## src/rtl/mc_controller.sv

```systemverilog
// mc_controller: multicycle RV32I control FSM (Moore style, one state per
// datapath step). Memory states are guarded by a wait counter that traps
// after MEM_TIMEOUT consecutive not-ready cycles.
// Optional feature: define CTRL_RETIRE_CNT_EN to build the retired-instruction
// counter; without it, retired is tied to zero.
// state_o encoding: IDLE=0 FETCH=1 DECODE=2 EXEC_R=3 EXEC_I=4 MEM_ADDR=5
// MEM_RD=6 MEM_WR=7 WB_ALU=8 WB_MEM=9 BRANCH=10 JAL=11 JALR=12 LUI=13
// AUIPC=14 HALT=15 TRAP=16. Trap causes: 1 memory timeout, 2 ECALL, 3 illegal.
module mc_controller #(
    parameter int MEM_TIMEOUT = 16,
    parameter int RETIRE_W    = 32
) (
    input  logic                clk,
    input  logic                rst,
    input  logic [31:0]         ir,
    input  logic                mem_ready,
    input  logic                branch_taken,
    input  logic                resume,
    output logic                mem_req,
    output logic                mem_we,
    output logic                addr_src,
    output logic [1:0]          alu_src_a,
    output logic [1:0]          alu_src_b,
    output logic [3:0]          alu_ctrl,
    output logic [1:0]          result_src,
    output logic [1:0]          pc_source,
    output logic                ir_write,
    output logic                pc_write,
    output logic                reg_write,
    output logic                halt,
    output logic                trap,
    output logic [3:0]          trap_cause,
    output logic [4:0]          state_o,
    output logic [RETIRE_W-1:0] retired
);

    typedef enum logic [4:0] {
        S_IDLE     = 5'd0,
        S_FETCH    = 5'd1,
        S_DECODE   = 5'd2,
        S_EXEC_R   = 5'd3,
        S_EXEC_I   = 5'd4,
        S_MEM_ADDR = 5'd5,
        S_MEM_RD   = 5'd6,
        S_MEM_WR   = 5'd7,
        S_WB_ALU   = 5'd8,
        S_WB_MEM   = 5'd9,
        S_BRANCH   = 5'd10,
        S_JAL      = 5'd11,
        S_JALR     = 5'd12,
        S_LUI      = 5'd13,
        S_AUIPC    = 5'd14,
        S_HALT     = 5'd15,
        S_TRAP     = 5'd16
    } state_t;

    localparam logic [7:0] TIMEOUT_M1 = 8'(MEM_TIMEOUT - 1);

    state_t     state_q, state_d;
    logic [7:0] wait_q, wait_d;
    logic [3:0] cause_q, cause_d;
    logic [6:0] opcode;
    logic [2:0] funct3;
    logic       funct7b5;
    logic       timeout_hit;
    logic       wait_state;
    logic       unused_ir;

    assign opcode      = ir[6:0];
    assign funct3      = ir[14:12];
    assign funct7b5    = ir[30];
    assign unused_ir   = ^{ir[31], ir[29:21], ir[19:15], ir[11:7]};
    assign timeout_hit = (wait_q == TIMEOUT_M1);
    assign wait_state  = (state_q == S_FETCH) || (state_q == S_MEM_RD) || (state_q == S_MEM_WR);

    // State, wait counter and latched trap cause registers.
    always_ff @(posedge clk or posedge rst) begin
        if (rst) begin
            state_q <= S_IDLE;
            wait_q  <= 8'd0;
            cause_q <= 4'd0;
        end else begin
            state_q <= state_d;
            wait_q  <= wait_d;
            cause_q <= cause_d;
        end
    end

    // Next-state selection, including opcode decode and memory timeout.
    always_comb begin
        state_d = state_q;
        cause_d = cause_q;
        case (state_q)
            S_IDLE: state_d = S_FETCH;
            S_FETCH: begin
                if (mem_ready) begin
                    state_d = S_DECODE;
                end else if (timeout_hit) begin
                    state_d = S_TRAP;
                    cause_d = 4'd1;
                end
            end
            S_DECODE: begin
                case (opcode)
                    7'b0110011: state_d = S_EXEC_R;
                    7'b0010011: state_d = S_EXEC_I;
                    7'b0000011: state_d = S_MEM_ADDR;
                    7'b0100011: state_d = S_MEM_ADDR;
                    7'b1100011: state_d = S_BRANCH;
                    7'b1101111: state_d = S_JAL;
                    7'b1100111: state_d = S_JALR;
                    7'b0110111: state_d = S_LUI;
                    7'b0010111: state_d = S_AUIPC;
                    7'b0001111: state_d = S_FETCH;
                    7'b1110011: begin
                        if (ir[20]) begin
                            state_d = S_HALT;
                        end else begin
                            state_d = S_TRAP;
                            cause_d = 4'd2;
                        end
                    end
                    default: begin
                        state_d = S_TRAP;
                        cause_d = 4'd3;
                    end
                endcase
            end
            S_EXEC_R, S_EXEC_I, S_LUI, S_AUIPC: state_d = S_WB_ALU;
            S_MEM_ADDR: state_d = ir[5] ? S_MEM_WR : S_MEM_RD;
            S_MEM_RD: begin
                if (mem_ready) begin
                    state_d = S_WB_MEM;
                end else if (timeout_hit) begin
                    state_d = S_TRAP;
                    cause_d = 4'd1;
                end
            end
            S_MEM_WR: begin
                if (mem_ready) begin
                    state_d = S_FETCH;
                end else if (timeout_hit) begin
                    state_d = S_TRAP;
                    cause_d = 4'd1;
                end
            end
            S_WB_ALU, S_WB_MEM, S_BRANCH, S_JAL, S_JALR: state_d = S_FETCH;
            S_HALT: if (resume) state_d = S_FETCH;
            S_TRAP: state_d = S_TRAP;
            default: state_d = S_IDLE;
        endcase
    end

    // Wait counter: runs while a memory state stalls, clears on any state change.
    always_comb begin
        wait_d = 8'd0;
        if (wait_state && !mem_ready && (state_d == state_q)) begin
            wait_d = wait_q + 8'd1;
        end
    end

    // Moore outputs per state; only FETCH and BRANCH look at inputs.
    always_comb begin
        mem_req    = 1'b0;
        mem_we     = 1'b0;
        addr_src   = 1'b0;
        alu_src_a  = 2'b00;
        alu_src_b  = 2'b00;
        alu_ctrl   = 4'b0000;
        result_src = 2'b00;
        pc_source  = 2'b00;
        ir_write   = 1'b0;
        pc_write   = 1'b0;
        reg_write  = 1'b0;
        halt       = 1'b0;
        trap       = 1'b0;
        case (state_q)
            S_FETCH: begin
                mem_req   = 1'b1;
                alu_src_b = 2'b01;
                ir_write  = mem_ready;
                pc_write  = mem_ready;
            end
            S_DECODE: begin
                alu_src_a = 2'b01;
                alu_src_b = 2'b10;
            end
            S_EXEC_R: begin
                alu_src_a = 2'b10;
                alu_ctrl  = {funct7b5, funct3};
            end
            S_EXEC_I: begin
                alu_src_a = 2'b10;
                alu_src_b = 2'b10;
                alu_ctrl  = {funct7b5 & (funct3 == 3'b101), funct3};
            end
            S_MEM_ADDR: begin
                alu_src_a = 2'b10;
                alu_src_b = 2'b10;
            end
            S_MEM_RD: begin
                mem_req  = 1'b1;
                addr_src = 1'b1;
            end
            S_MEM_WR: begin
                mem_req  = 1'b1;
                mem_we   = 1'b1;
                addr_src = 1'b1;
            end
            S_WB_ALU: reg_write = 1'b1;
            S_WB_MEM: begin
                reg_write  = 1'b1;
                result_src = 2'b01;
            end
            S_BRANCH: begin
                alu_src_a = 2'b10;
                alu_ctrl  = 4'b1000;
                pc_write  = branch_taken;
                pc_source = 2'b01;
            end
            S_JAL: begin
                pc_write   = 1'b1;
                pc_source  = 2'b01;
                reg_write  = 1'b1;
                result_src = 2'b10;
            end
            S_JALR: begin
                alu_src_a  = 2'b10;
                alu_src_b  = 2'b10;
                pc_write   = 1'b1;
                reg_write  = 1'b1;
                result_src = 2'b10;
            end
            S_LUI: alu_src_b = 2'b10;
            S_AUIPC: begin
                alu_src_a = 2'b01;
                alu_src_b = 2'b10;
            end
            S_HALT: halt = 1'b1;
            S_TRAP: trap = 1'b1;
            default: ;
        endcase
    end

    assign trap_cause = cause_q;
    assign state_o    = state_q;

`ifdef CTRL_RETIRE_CNT_EN
    logic [RETIRE_W-1:0] retired_q, retired_d;

    // Count one retirement on every return to FETCH from a completing state.
    always_comb begin
        retired_d = retired_q;
        if ((state_d == S_FETCH) && (state_q != S_FETCH) && (state_q != S_IDLE)) begin
            retired_d = retired_q + RETIRE_W'(1);
        end
    end

    // Retired-instruction counter register, wraps naturally.
    always_ff @(posedge clk or posedge rst) begin
        if (rst) begin
            retired_q <= '0;
        end else begin
            retired_q <= retired_d;
        end
    end

    assign retired = retired_q;
`else
    assign retired = '0;
`endif

endmodule

```

## config.mk

```make
export PLATFORM = sky130hd
export DESIGN_NAME = mc_controller
export DESIGN_NICKNAME = d
export VERILOG_FILES = /design/src/rtl/mc_controller.sv
export SDC_FILE = /design/constraint.sdc
export NUM_CORES = 1
export LEC_CHECK = 0
export BUFFER_PORTS_ARGS = -buffer_cell sky130_fd_sc_hd__buf_4
export CORE_MARGIN = 8
export CORE_UTILIZATION = 44
export CTS_CLUSTER_SIZE = 12
export DETAILED_ROUTE_END_ITERATION = 6
export HOLD_SLACK_MARGIN = 0.03
export PLACE_DENSITY = 0.88
export SLEW_MARGIN = 25
export SYNTH_ARGS = -nofsm -noshare
export SYNTH_HDL_FRONTEND = slang
export SYNTH_SLANG_ARGS = --single-unit
```

## constraint.sdc

```tcl
create_clock -name clk -period 2.7 [get_ports clk]
set_clock_uncertainty 0.1 [all_clocks]
set_input_delay 0.135 -clock clk [delete_from_list [all_inputs] [get_ports clk]]
set_output_delay 0.135 -clock clk [all_outputs]
set_load 0.05 [all_outputs]
```

Word-level counts from Yosys, hierarchy flattened
Index checks and enable logic that the tools add are counted.
- register bits after elaboration: 17
- bits of input ports: 37
- word-level logic and storage cells: 87
- add/sub/neg operators: 1
- equal/unequal tests: 34
- multiplexer cells: 28
- bitwise logic cells: 1
- reductions and logical operators: 20
- operators with widths (kind ; count):
    case mux 5 bit (10 select lines) ; 1
    case mux 5 bit (9 select lines) ; 1
    == test 5 x 4 -> 1 bit, second input constant ; 8
    two-way mux 5 bit ; 6
    == test 7 bit, second input constant ; 4
    == test 7 x 6 -> 1 bit, second input constant ; 3
    == test 5 x 3 -> 1 bit, second input constant ; 4
    case mux 4 bit (2 select lines) ; 2
    == test 7 x 5 -> 1 bit, second input constant ; 2
    two-way mux 4 bit ; 3
    case mux 2 bit (2 select lines) ; 3
    case mux 4 bit (3 select lines) ; 1
    OR reduction 6 bit ; 2
    == test 5 x 2 -> 1 bit, second input constant ; 2
    OR reduction 10 bit ; 1
    OR reduction 2 bit ; 5
    two-way mux 1 bit ; 9
    adder 8 x 1 -> 8 bit, second input constant ; 1
    == test 8 x 4 -> 1 bit, second input constant ; 1
    two-way mux 8 bit ; 1
    OR reduction 4 bit ; 2
    == test 7 x 2 -> 1 bit, second input constant ; 1
    == test 7 x 4 -> 1 bit, second input constant ; 1
    == test 5 x 1 -> 1 bit, second input constant ; 1
    16 further kinds ; 19

Depth between registers and ports, before layout
Gate-level depths: netlist of the first run.
- word-level depth: 7
- depth in mapped cells: 7
- mapped depth without buffers: 6

Worst setup path after synthesis of the first run
Ideal clock, no wire load.
- kind: flip-flop to output port
- from: reg state_q[3] (netlist: state_o[3])
- to: out pc_write
- data arrival time: 3.397 ns
- required time: 2.465 ns
- slack: -0.932 ns
- cell stages (with the launch flop): 6
- path buffers: 2
- cell sequence: dfrtp_1 buf_6 clkbuf_1 nor4_1 nand2_1 o21ai_0
- longest elaborated chain between the ends: 3
- elaborated cells between the ends (all ways): 6
- classes of those cells: eq/ne (4); mux (1); reduce/logical (1)
- ends and longest elaborated chain (what ; RTL line ; text):
    start: declaration ; 59 ; state_t state_q, state_d;
    start signal: assignment ; 83 ; state_q <= state_d;
    == test 5 x 4 -> 1 bit ; 177 ; case (state_q)
    OR reduction 2 bit (no source line) ; - ;
    case mux 1 bit (3 select lines) * ; 177 ;
    end: declaration ; 28 ; output logic pc_write,
Every way passes the cells marked *; elsewhere a longest branch is shown, timed or not.

Worst setup path in the final report of the first run
- from: reg wait_q[0]
- to: reg wait_q[4]
- longest elaborated chain between the ends: 7
- elaborated cells between the ends (all ways): 10
- classes of those cells: add/sub (1); eq/ne (2); mux (6); reduce/logical (1)
- ends and longest elaborated chain (what ; RTL line ; text):
    start: declaration ; 60 ; logic [7:0] wait_q, wait_d;
    start signal: assignment ; 84 ; wait_q <= wait_d;
    == test 8 x 4 -> 1 bit ; 73 ; assign timeout_hit = (wait_q == TIMEOUT_M1);
    two-way mux 5 bit ; 98, 134, 142 ;
    two-way mux 5 bit (on tied branches) ; 140, 132, 96 ;
    case mux 5 bit (9 select lines) ; 93 ; case (state_q)
    == test 5 bit ; 157 ; if (wait_state && !mem_ready && (state_d == state_q)) begin
    logical AND 1 bit ; 157 ;
    two-way mux 8 bit * ; 157 ;
    via wait_d[4] ; 60 ;
Mark *: on every way through the listed nets, which the timed path passes. The rest lies on a longest branch.
A chain may end at the register's enable or synchronous reset.

==> results.tsv, run 1 <==
metric	value	unit
status	finished, final reports clean	
Placed Area	1897	um2
Worst-path clk slew	60	ps
vias in the first global route	1500	
count of pins over their slew limit	0	
total global-route track usage	13.20	%
CTS root buf	clkbuf_8	
crit end category	flip-flop	
Post-CTS Hold Buffers	1	
Longest Clk Path Bufs	2	
worst-skew pair later-pin latency	250	ps
FF+latch count, synth	15	
initial antenna violation count	0	
level count of the clock H-tree	1	
Routed WL	4.198	mm
Crit path max-delay family	compound AO/OA/AOI/OAI gates	
CTS tree	built	
gpl congestion	0.8643	
Hold Crit Class	primary input to flip-flop	
Synth async-reset ratio	100.0	%
first-pass GRT wire length	6.858	mm
Starting Density	45.90	%
die area	6053	um2
Ports	98	
core area	3661	um2
post-synth top area share	22.34	%
Die W	77.80	um
sequential area share after synthesis	22.34	%
Final Critical Period	2301	ps
largest net degree at the start of global routing	19	
pwr/cell area	955.1	nW/um2
RSZ-0062 raised after global routing	false	
Synth Flop Type	dfrtp_1	
Die Height	77.80	um
CTS Sinks	15	
detailed router's first-iteration violation count	152	
post-detailed-route count of antenna-violating nets	0	
# diodes	0	
startpoint types	flip-flop	
Synth area leaders	dfrtp_1 22%, buf_4 16%, nor2_1 6.7%, buf_6 3.4%, a21oi_1 3.3%	
gr ovfl total	0	
final core utilization	53.32	%
DP HPWL	3.370	mm
number of enable flip-flop cells after synthesis	0	
Syn Area/Cell	7.402	um2
setup bufs post-CTS	0	
critical path data required time	2770	ps
Syn. warnings	0	
Resized cells post-CTS	0	
nets	304	
drt wl/cell	13.41	um
worst vdd ir	0.2981	mV
static leakage	0.9238	nW
Area growth syn-to-layout	16.16	%
delay of the slowest critical-path stage	560	ps
final count of negative-setup-slack endpoints	0	
leading area contributor after synthesis	dfrtp_1	
crit-path cells	ha_1 -> and3_1 -> a2111oi_0 -> a31o_1 -> o221ai_1 -> nor3_1	
max-cap check violation count	0	
Buf/Inv on CP	0	
Slew headroom	59.53	%
Synth Cell Area	1680	um2
Fill cells	357	
Synth Instances	227	
crit share post-route	85.22	%
Hold Vio Cnt, Final	0	
Buffers on Ports	42	
highest achievable clock rate	0.4346	GHz
total chip power	1.864	mW
DRC viols	0	
pre-CTS setup slack	430.2	ps
slowest stage cell, crit path	a2111oi_0	
Num CTS Buffers	3	
Worst Tran Pin Value	591.8	ps
Synth cell types	54	
largest fanout on the critical path	5	
Worst EP arrival	2370	ps
PnR worst setup slack	398.9	ps
share of cells above drive strength 1	23.02	%
Site Rows	22	
Vias per Instance	5.198	
post-route cell area	1952	um2
Setup CP Type	flip-flop to flip-flop	
drt pass-1 iters	4	
routed via count	1627	
[state kept, by name (all words and copies together) (netlist names)]
register    cells
wait_q          8
state_o         5
trap_cause      2
[worst paths after layout]
| kind | slack (ps) | endpoint | startpoint | cells after the start |
|---|---|---|---|---|
| hold reg to reg | 380 | wait_q[0] | wait_q[0] | 1 |
| hold / removal | 130 | state_o[3] | mem_ready | 2 |
| min in group asynchronous | 390 | wait_q[0] | rst | 3 |
| setup / recovery | 400 | wait_q[4] | wait_q[0] | 6 |
| max in group asynchronous | 1760 | state_o[2] | rst | 3 |
| setup reg to reg | 400 | wait_q[4] | wait_q[0] | 6 |
[final cells by class]
class	instances	area [um2]	share of cell area, %
clock buffer	4	45.04	2.308
inverter	7	26.28	1.346
multi-input combinational	190	1075	55.06
sequential	15	375.4	19.23
tap	48	60.06	3.077
timing repair buffer	49	370.4	18.97
[cells in the mapped netlist, types with 2 or more instances]
master,instances
o21ai_1,3
dfrtp_1,15
or2_1,2
a31oi_1,2
nand2_1,14
o221ai_1,2
buf_6,5
o21ai_0,6
nor2b_1,4
buf_2,2
or3_1,3
a21oi_1,11
nor3_1,8
o22ai_1,2
or3b_1,2
nor4_1,6
and2_1,3
clkbuf_1,5
a31o_2,2
nand3b_1,3
buf_4,35
nor2_1,30
a211oi_1,2
and3_1,3
xor2_1,2
nand2b_1,7
nand3_1,9
xnor2_1,5
inv_1,7
a211o_1,3
[power by group]
part / internal (mW) / leakage [nW] / total (mW) / switching, mW
sequential: 0.267 / 0.196 / 0.322 / 0.0542
combinational: 0.401 / 0.705 / 1.36 / 0.960
clock: 0.105 / 0.0228 / 0.182 / 0.0774
total: 0.773 / 0.924 / 1.86 / 1.09
[per-stage QoR]
step | setup TNS [ps] | cells | hold WS, ps
after floorplan | -65.81 | 261 | -63.52
after global placement | 0 | 308 | 111.3
after detailed placement | 0 | 308 | 114.8
after CTS | 0 | 313 | 123.1
after global routing | 0 | 313 | 115.2
final | 0 | 313 | 131.6
[routing by layer]
layer	wire length [um]	global-route usage [%]	up-vias	share of wire (%)
met3	291	3.456	7	6.9
li1	-	-	797	-
met2	2055	22.64	65	49
met4	52	4.340	0	1.2
met1	1798	15.51	758	43
met5	0	0	-	0
[placed cells by master (no fill, tap or decap), types with 3 or more instances in the layout]
| master | netlist | final |
|---|---|---|
| nand3b_1 | 3 | 3 |
| nand3_1 | 9 | 9 |
| nand2b_1 | 7 | 7 |
| nor3_1 | 8 | 8 |
| a21oi_1 | 11 | 11 |
| and2_1 | 3 | 3 |
| and3_1 | 3 | 3 |
| buf_4 | 35 | 48 |
| nor2b_1 | 4 | 4 |
| inv_1 | 7 | 7 |
| o21ai_0 | 6 | 6 |
| xnor2_1 | 5 | 5 |
| a211o_1 | 3 | 3 |
| clkbuf_8 | 0 | 3 |
| nor4_1 | 6 | 4 |
| nand2_1 | 14 | 14 |
| or3_1 | 3 | 3 |
| conb_1 | 1 | 35 |
| nor2_1 | 30 | 29 |
| dfrtp_1 | 15 | 15 |
[kinds of logic (layout without fill, tap and decap cells)]
kind of cell,Yosys count,after routing,share of synthesized area (%)
buffers and inverters,56,60,22.93
adder cells (fa/ha/maj),1,1,0.7445
flip-flops,15,15,22.34
AO/OA/AOI/OAI,45,45,18.39
XOR/XNOR,7,7,3.649
AND/OR/NAND/NOR,101,101,31.13
other,1,35,0.2232
multiplexers,1,1,0.5957
[worst register-to-register path, cell delays in order (launching register included)]
cell,delay (ps)
dfrtp_1,390
ha_1,230
and3_1,250
a2111oi_0,560
a31o_1,230
o221ai_1,230
nor3_1,230
Note: power is estimated with default switching activity, not from simulation.
==> inputs of run 2 (changes only) <==
Settings changed: CTS_BUF_LIST from default to sky130_fd_sc_hd__clkbuf_4 sky130_fd_sc_hd__clkbuf_8 sky130_fd_sc_hd__clkbuf_16, REMOVE_ABC_BUFFERS from default to 1.
==> results.tsv, run 2 (synthesis results as in run 1) <==
metric	value	unit	change
status	finished, final reports clean		
share of cells above drive strength 1	21.59	%	-1.4 points
final count of negative-setup-slack endpoints	0		unchanged
crit share post-route	81.66	%	-3.6 points
most common cell after layout, fill and taps aside	buf_4		
pwr/cell area	956.4	nW/um2	+0.14%
first-pass GRT wire length	6.727	mm	-1.9%
Reg with most FFs	wait_q		
worst min-delay path endpoint	state_o[3]		
post-route cell area	1921	um2	-1.6%
Placed Area	1862	um2	-1.8%
Inst Count DP	307		-0.32%
Area growth syn-to-layout	14.30	%	
total global-route track usage	12.89	%	-0.31 points
Worst-path clk slew	60	ps	about the same
initial antenna violation count	0		unchanged
Non-Filler Instances	312		-0.32%
Final Critical Period	2205	ps	-96.17 ps
critical path data required time	2770	ps	about the same
worst-skew pair later-pin latency	250	ps	about the same
Reg-to-Reg Start	wait_q[0]		
DRC viols	0		unchanged
crit end category	flip-flop		
max FFs per register	8		unchanged
Die Height	77.80	um	unchanged
most frequent cells in the layout	47 x buf_4, 35 x conb_1, 30 x nor2_1		
die area	6053	um2	unchanged
gr ovfl total	0		unchanged
drt pass-1 iters	5		+1
RSZ-0062 raised after global routing	false		
Hold Crit Class	primary input to flip-flop		
post-detailed-route count of antenna-violating nets	0		unchanged
Ports	98		unchanged
static leakage	0.9109	nW	-1.4%
Starting Density	45.90	%	unchanged
WHS Path Cells	2		unchanged
largest fanout on the critical path	5		unchanged
setup_tns	0	ps	unchanged
Longest Clk Path Bufs	2		unchanged
Worst Tran Pin Value	524.0	ps	-67.85 ps
Fill cells	369		+3.4%
max-cap check violation count	0		unchanged
DP HPWL	3.339	mm	-0.91%
CTS root buf	clkbuf_8		
vias in the first global route	1493		-0.47%
Worst EP arrival	2270	ps	-100 ps
setup slack, reg-to-reg	500	ps	+100 ps
Num CTS Buffers	3		unchanged
Die W	77.80	um	unchanged
final core utilization	52.46	%	-0.85 points
CTS tree	built		
# diodes	0		unchanged
nets	303		-0.33%
core area	3661	um2	unchanged
detailed router's first-iteration violation count	83		-45%
count of pins over their slew limit	0		unchanged
largest net degree at the start of global routing	22		+3
drt wl/cell	13.30	um	-0.80%
level count of the clock H-tree	1		unchanged
routed via count	1618		-0.55%
setup bufs post-CTS	0		unchanged
startpoint types	flip-flop		
Site Rows	22		unchanged
R2R cell count	6		unchanged
gpl congestion	0.8910		+3.1%
Slew headroom	64.17	%	+4.6 points
Setup CP Type	flip-flop to flip-flop		
Routed WL	4.151	mm	-1.1%
Hold Startpoint	mem_ready		
Vias per Instance	5.186		-0.23%
Buffers on Ports	42		unchanged
CTS Sinks	15		unchanged
Hold Vio Cnt, Final	0		unchanged
highest achievable clock rate	0.4535	GHz	+4.4%
total chip power	1.837	mW	-1.5%
Worst R2R End	wait_q[1]		
worst vdd ir	0.2929	mV	-1.7%
==> run 2: cell types whose count changed in the layout (fill, tap and decap cells not counted), sizes merged <==
cell,delta
clkinvlp,+1
clkbuf,-1
buf,-1
==> run 2: timing repair <==
| action | CTS | global route |
|---|---|---|
| endpoints found under the hold margin | 15 | 0 |
| resized for setup | 0 | 0 |
| hold buffers | 1 | 0 |
==> run 2: cell type report <==
class	instances	area, um2	area share, %
clock buffers	3	41.29	2.150
clock inverters	1	7.507	0.3909
inverters	7	26.28	1.368
multi-input cells	190	1047	54.53
flip-flops and latches	15	375.4	19.54
well taps	48	60.06	3.127
repair buffers	48	362.8	18.89
==> run 2: how the worst max path moves through the flow <==
stage,start,endpoint,slack (ps)
2_1_floorplan,state_o[0],pc_write,-850
3_3_place_gp,wait_q[0],wait_q[4],520
3_5_place_dp,wait_q[0],wait_q[1],470
4_1_cts,wait_q[0],wait_q[1],460
5_1_grt,wait_q[0],wait_q[3],350
6_report,wait_q[0],wait_q[1],500
==> run 2: through the flow <==
step                hold WS [ps]  setup slack (ps)
finish                     106.6             495.1
global route               115.4             348.9
CTS                        98.36             455.2
detailed placement         122.8             474.5
global placement           108.7             516.9
floorplan                 -63.52            -850.4
==> run 2: routing by layer <==
| metal | vias to the layer above | share of wire, % | global-route usage [%] |
|---|---|---|---|
| met5 | - | 0 | 0 |
| met4 | 0 | 0.60 | 2.264 |
| met3 | 4 | 8.3 | 3.917 |
| met2 | 73 | 49 | 22.64 |
| met1 | 743 | 42 | 15.10 |
| li1 | 798 | - | - |
==> run 2: critical path: stages (launching register included) <==
cell	delay, ps
dfrtp_1	400
ha_1	220
and3_1	240
a2111oi_0	500
a31o_1	210
o221ai_1	220
nor3_1	220
==> run 2: report_power, final <==
group | switching, mW | total (mW) | internal (mW)
clock network | 0.0828 | 0.186 | 0.104
registers | 0.0613 | 0.328 | 0.267
logic | 0.936 | 1.32 | 0.387
total | 1.08 | 1.84 | 0.757
==> inputs of run 3 (changes only) <==
Settings changed: CORE_UTILIZATION 44 to 40, PLACE_DENSITY 0.88 to 0.84.
Clock period 2.7 ns to 1.84 ns, I/O delays scaled along.
==> results.tsv, run 3 (synthesis results as in run 1) <==
metric	value	unit	change
status	complete, but fails checks		
failing checks	negative setup slack		
Die W	80.82	um	+3.9%
nets	347		+15%
Ports	98		unchanged
highest achievable clock rate	0.5288	GHz	+17%
Setup CP Type	flip-flop to flip-flop		
startpoint types	flip-flop		
Final Critical Period	1891	ps	-313.9 ps
gpl congestion	0.8946		+0.40%
Reg with most FFs	wait_q		
detailed router's first-iteration violation count	97		+17%
RSZ-0062 raised after global routing	true		
drt wl/cell	15.85	um	+19%
crit share post-route	102.8	%	+21 points
crit end category	flip-flop		
drt pass-1 iters	4		-1
final count of negative-setup-slack endpoints	11		+11
largest fanout on the critical path	4		-1
# diodes	0		unchanged
initial antenna violation count	0		unchanged
PnR worst setup slack	-50.96	ps	-546.1 ps
slowest stage cell, crit path	dfrtp_1		
total global-route track usage	15.37	%	+2.5 points
Worst-path clk slew	60	ps	about the same
Vias per Instance	5.282		+1.9%
most frequent cells in the layout	70 x buf_4, 35 x conb_1, 18 x nor2_1		
delay of the slowest critical-path stage	390	ps	-110 ps
CTS tree	built		
crit-path cells	nor4_1 -> buf_4 -> buf_4 -> nand3b_1 -> a31o_2 -> o221ai_4 -> nor3_1		
DP HPWL	3.881	mm	+16%
first-pass GRT wire length	8.238	mm	+22%
largest net degree at the start of global routing	19		-14%
max-cap check violation count	0		unchanged
worst-skew pair later-pin latency	250	ps	about the same
vias in the first global route	1783		+19%
CTS root buf	clkbuf_8		
post-detailed-route count of antenna-violating nets	0		unchanged
Starting Density	41.71	%	-4.2 points
die area	6531	um2	+7.9%
DRC viols	0		unchanged
share of cells above drive strength 1	47.40	%	+26 points
Buffers on Ports	42		unchanged
Hold Vio Cnt, Final	0		unchanged
core area	4029	um2	+10%
Slew headroom	61.38	%	-2.8 points
Inst Count DP	340		+11%
Worst EP arrival	1930	ps	-340 ps
Fill cells	318		-14%
Crit path top cell by count	buf_4		
Routed WL	5.673	mm	+37%
Buf/Inv on CP	2		+2
max FFs per register	8		unchanged
Site Rows	23		+4.5%
most common cell after layout, fill and taps aside	buf_4		
Worst Tran Pin Value	578.7	ps	+54.78 ps
final core utilization	64.19	%	+12 points
static leakage	1.180	nW	+30%
worst vdd ir	0.5754	mV	+96%
gr ovfl total	0		unchanged
Longest Clk Path Bufs	2		unchanged
Area growth syn-to-layout	53.91	%	
Num CTS Buffers	3		unchanged
CTS Sinks	15		unchanged
pwr/cell area	1410	nW/um2	+47%
Crit path max-delay family	compound AO/OA/AOI/OAI gates		
critical path data required time	1880	ps	-890 ps
Non-Filler Instances	358		+15%
pre-CTS setup slack	-402.9	ps	-877.5 ps
Die Height	80.82	um	+3.9%
routed via count	1891		+17%
count of pins over their slew limit	0		unchanged
Hold Crit Class	primary input to flip-flop		
level count of the clock H-tree	1		unchanged
[run 3: cell types whose count changed in the layout (fill, tap and decap cells not counted), sizes merged]
cell,before,now
buf,47,91
[run 3: power by group]
part	total (mW)	internal, mW	switching [mW]	leakage (nW)
Combinational	2.89	1.10	1.80	0.965
Clock	0.282	0.152	0.130	0.0217
Sequential	0.470	0.397	0.0730	0.194
Total	3.65	1.65	2.00	1.18
[run 3: cell type report]
type,instances,area [um2],area share [%]
multi-input combinational,190,1290,49.88
timing repair buffer,92,780.7,30.19
sequential,15,377.9,14.61
tap,50,62.56,2.419
clock buffer,3,41.29,1.597
inverter,7,26.28,1.016
clock inverter,1,7.507,0.2903
[run 3: timing repair]
| action | 4_1_cts | 5_1_grt |
|---|---|---|
| resized for setup | 31 | 52 |
| hold endpoints to repair | 15 | 0 |
| hold buffers | 1 | 0 |
| gates cloned | 0 | 1 |
| setup endpoints to repair | 14 | 20 |
| buffers inserted | 8 | 7 |
| pin swaps | 12 | 22 |
[run 3: stage by stage]
stage                     total power, mW  instance area, um2  TNS (ps)  hold slack, ps
final                               3.646                2586    -342.6           128.8
after global routing                3.814                2586     -1232           137.1
after CTS                           3.145                2352    -20.99           106.2
after detailed placement            2.642                2097     -1677           92.70
after global placement              2.595                2097    -528.5           77.53
after floorplan                     1.829                1449    -15440          -106.5
[run 3: layer usage]
metal  part of all wire (%)  GRT usage (%)
met2                     52          27.83
met4                    2.0          6.607
met5                      0              0
met3                    7.2          3.532
met1                     38          16.74
[run 3: tightest hold or removal path, stage by stage]
cell     delay, ps
buf_4          140
nor3_1          70
mux2i_1        130
[run 3: worst paths after layout]
path | startpoint | end | slack, ps | cells after the start
worst min-delay path | ir[2] | trap_cause[0] | 130 | 3
worst max register to register | wait_q[7] | wait_q[3] | -50 | 7
max in group asynchronous | rst | state_o[0] | 880 | 3
worst max-delay path | wait_q[7] | wait_q[3] | -50 | 7
worst min register to register | trap_cause[1] | trap_cause[1] | 420 | 2
min in group asynchronous | rst | wait_q[7] | 350 | 3
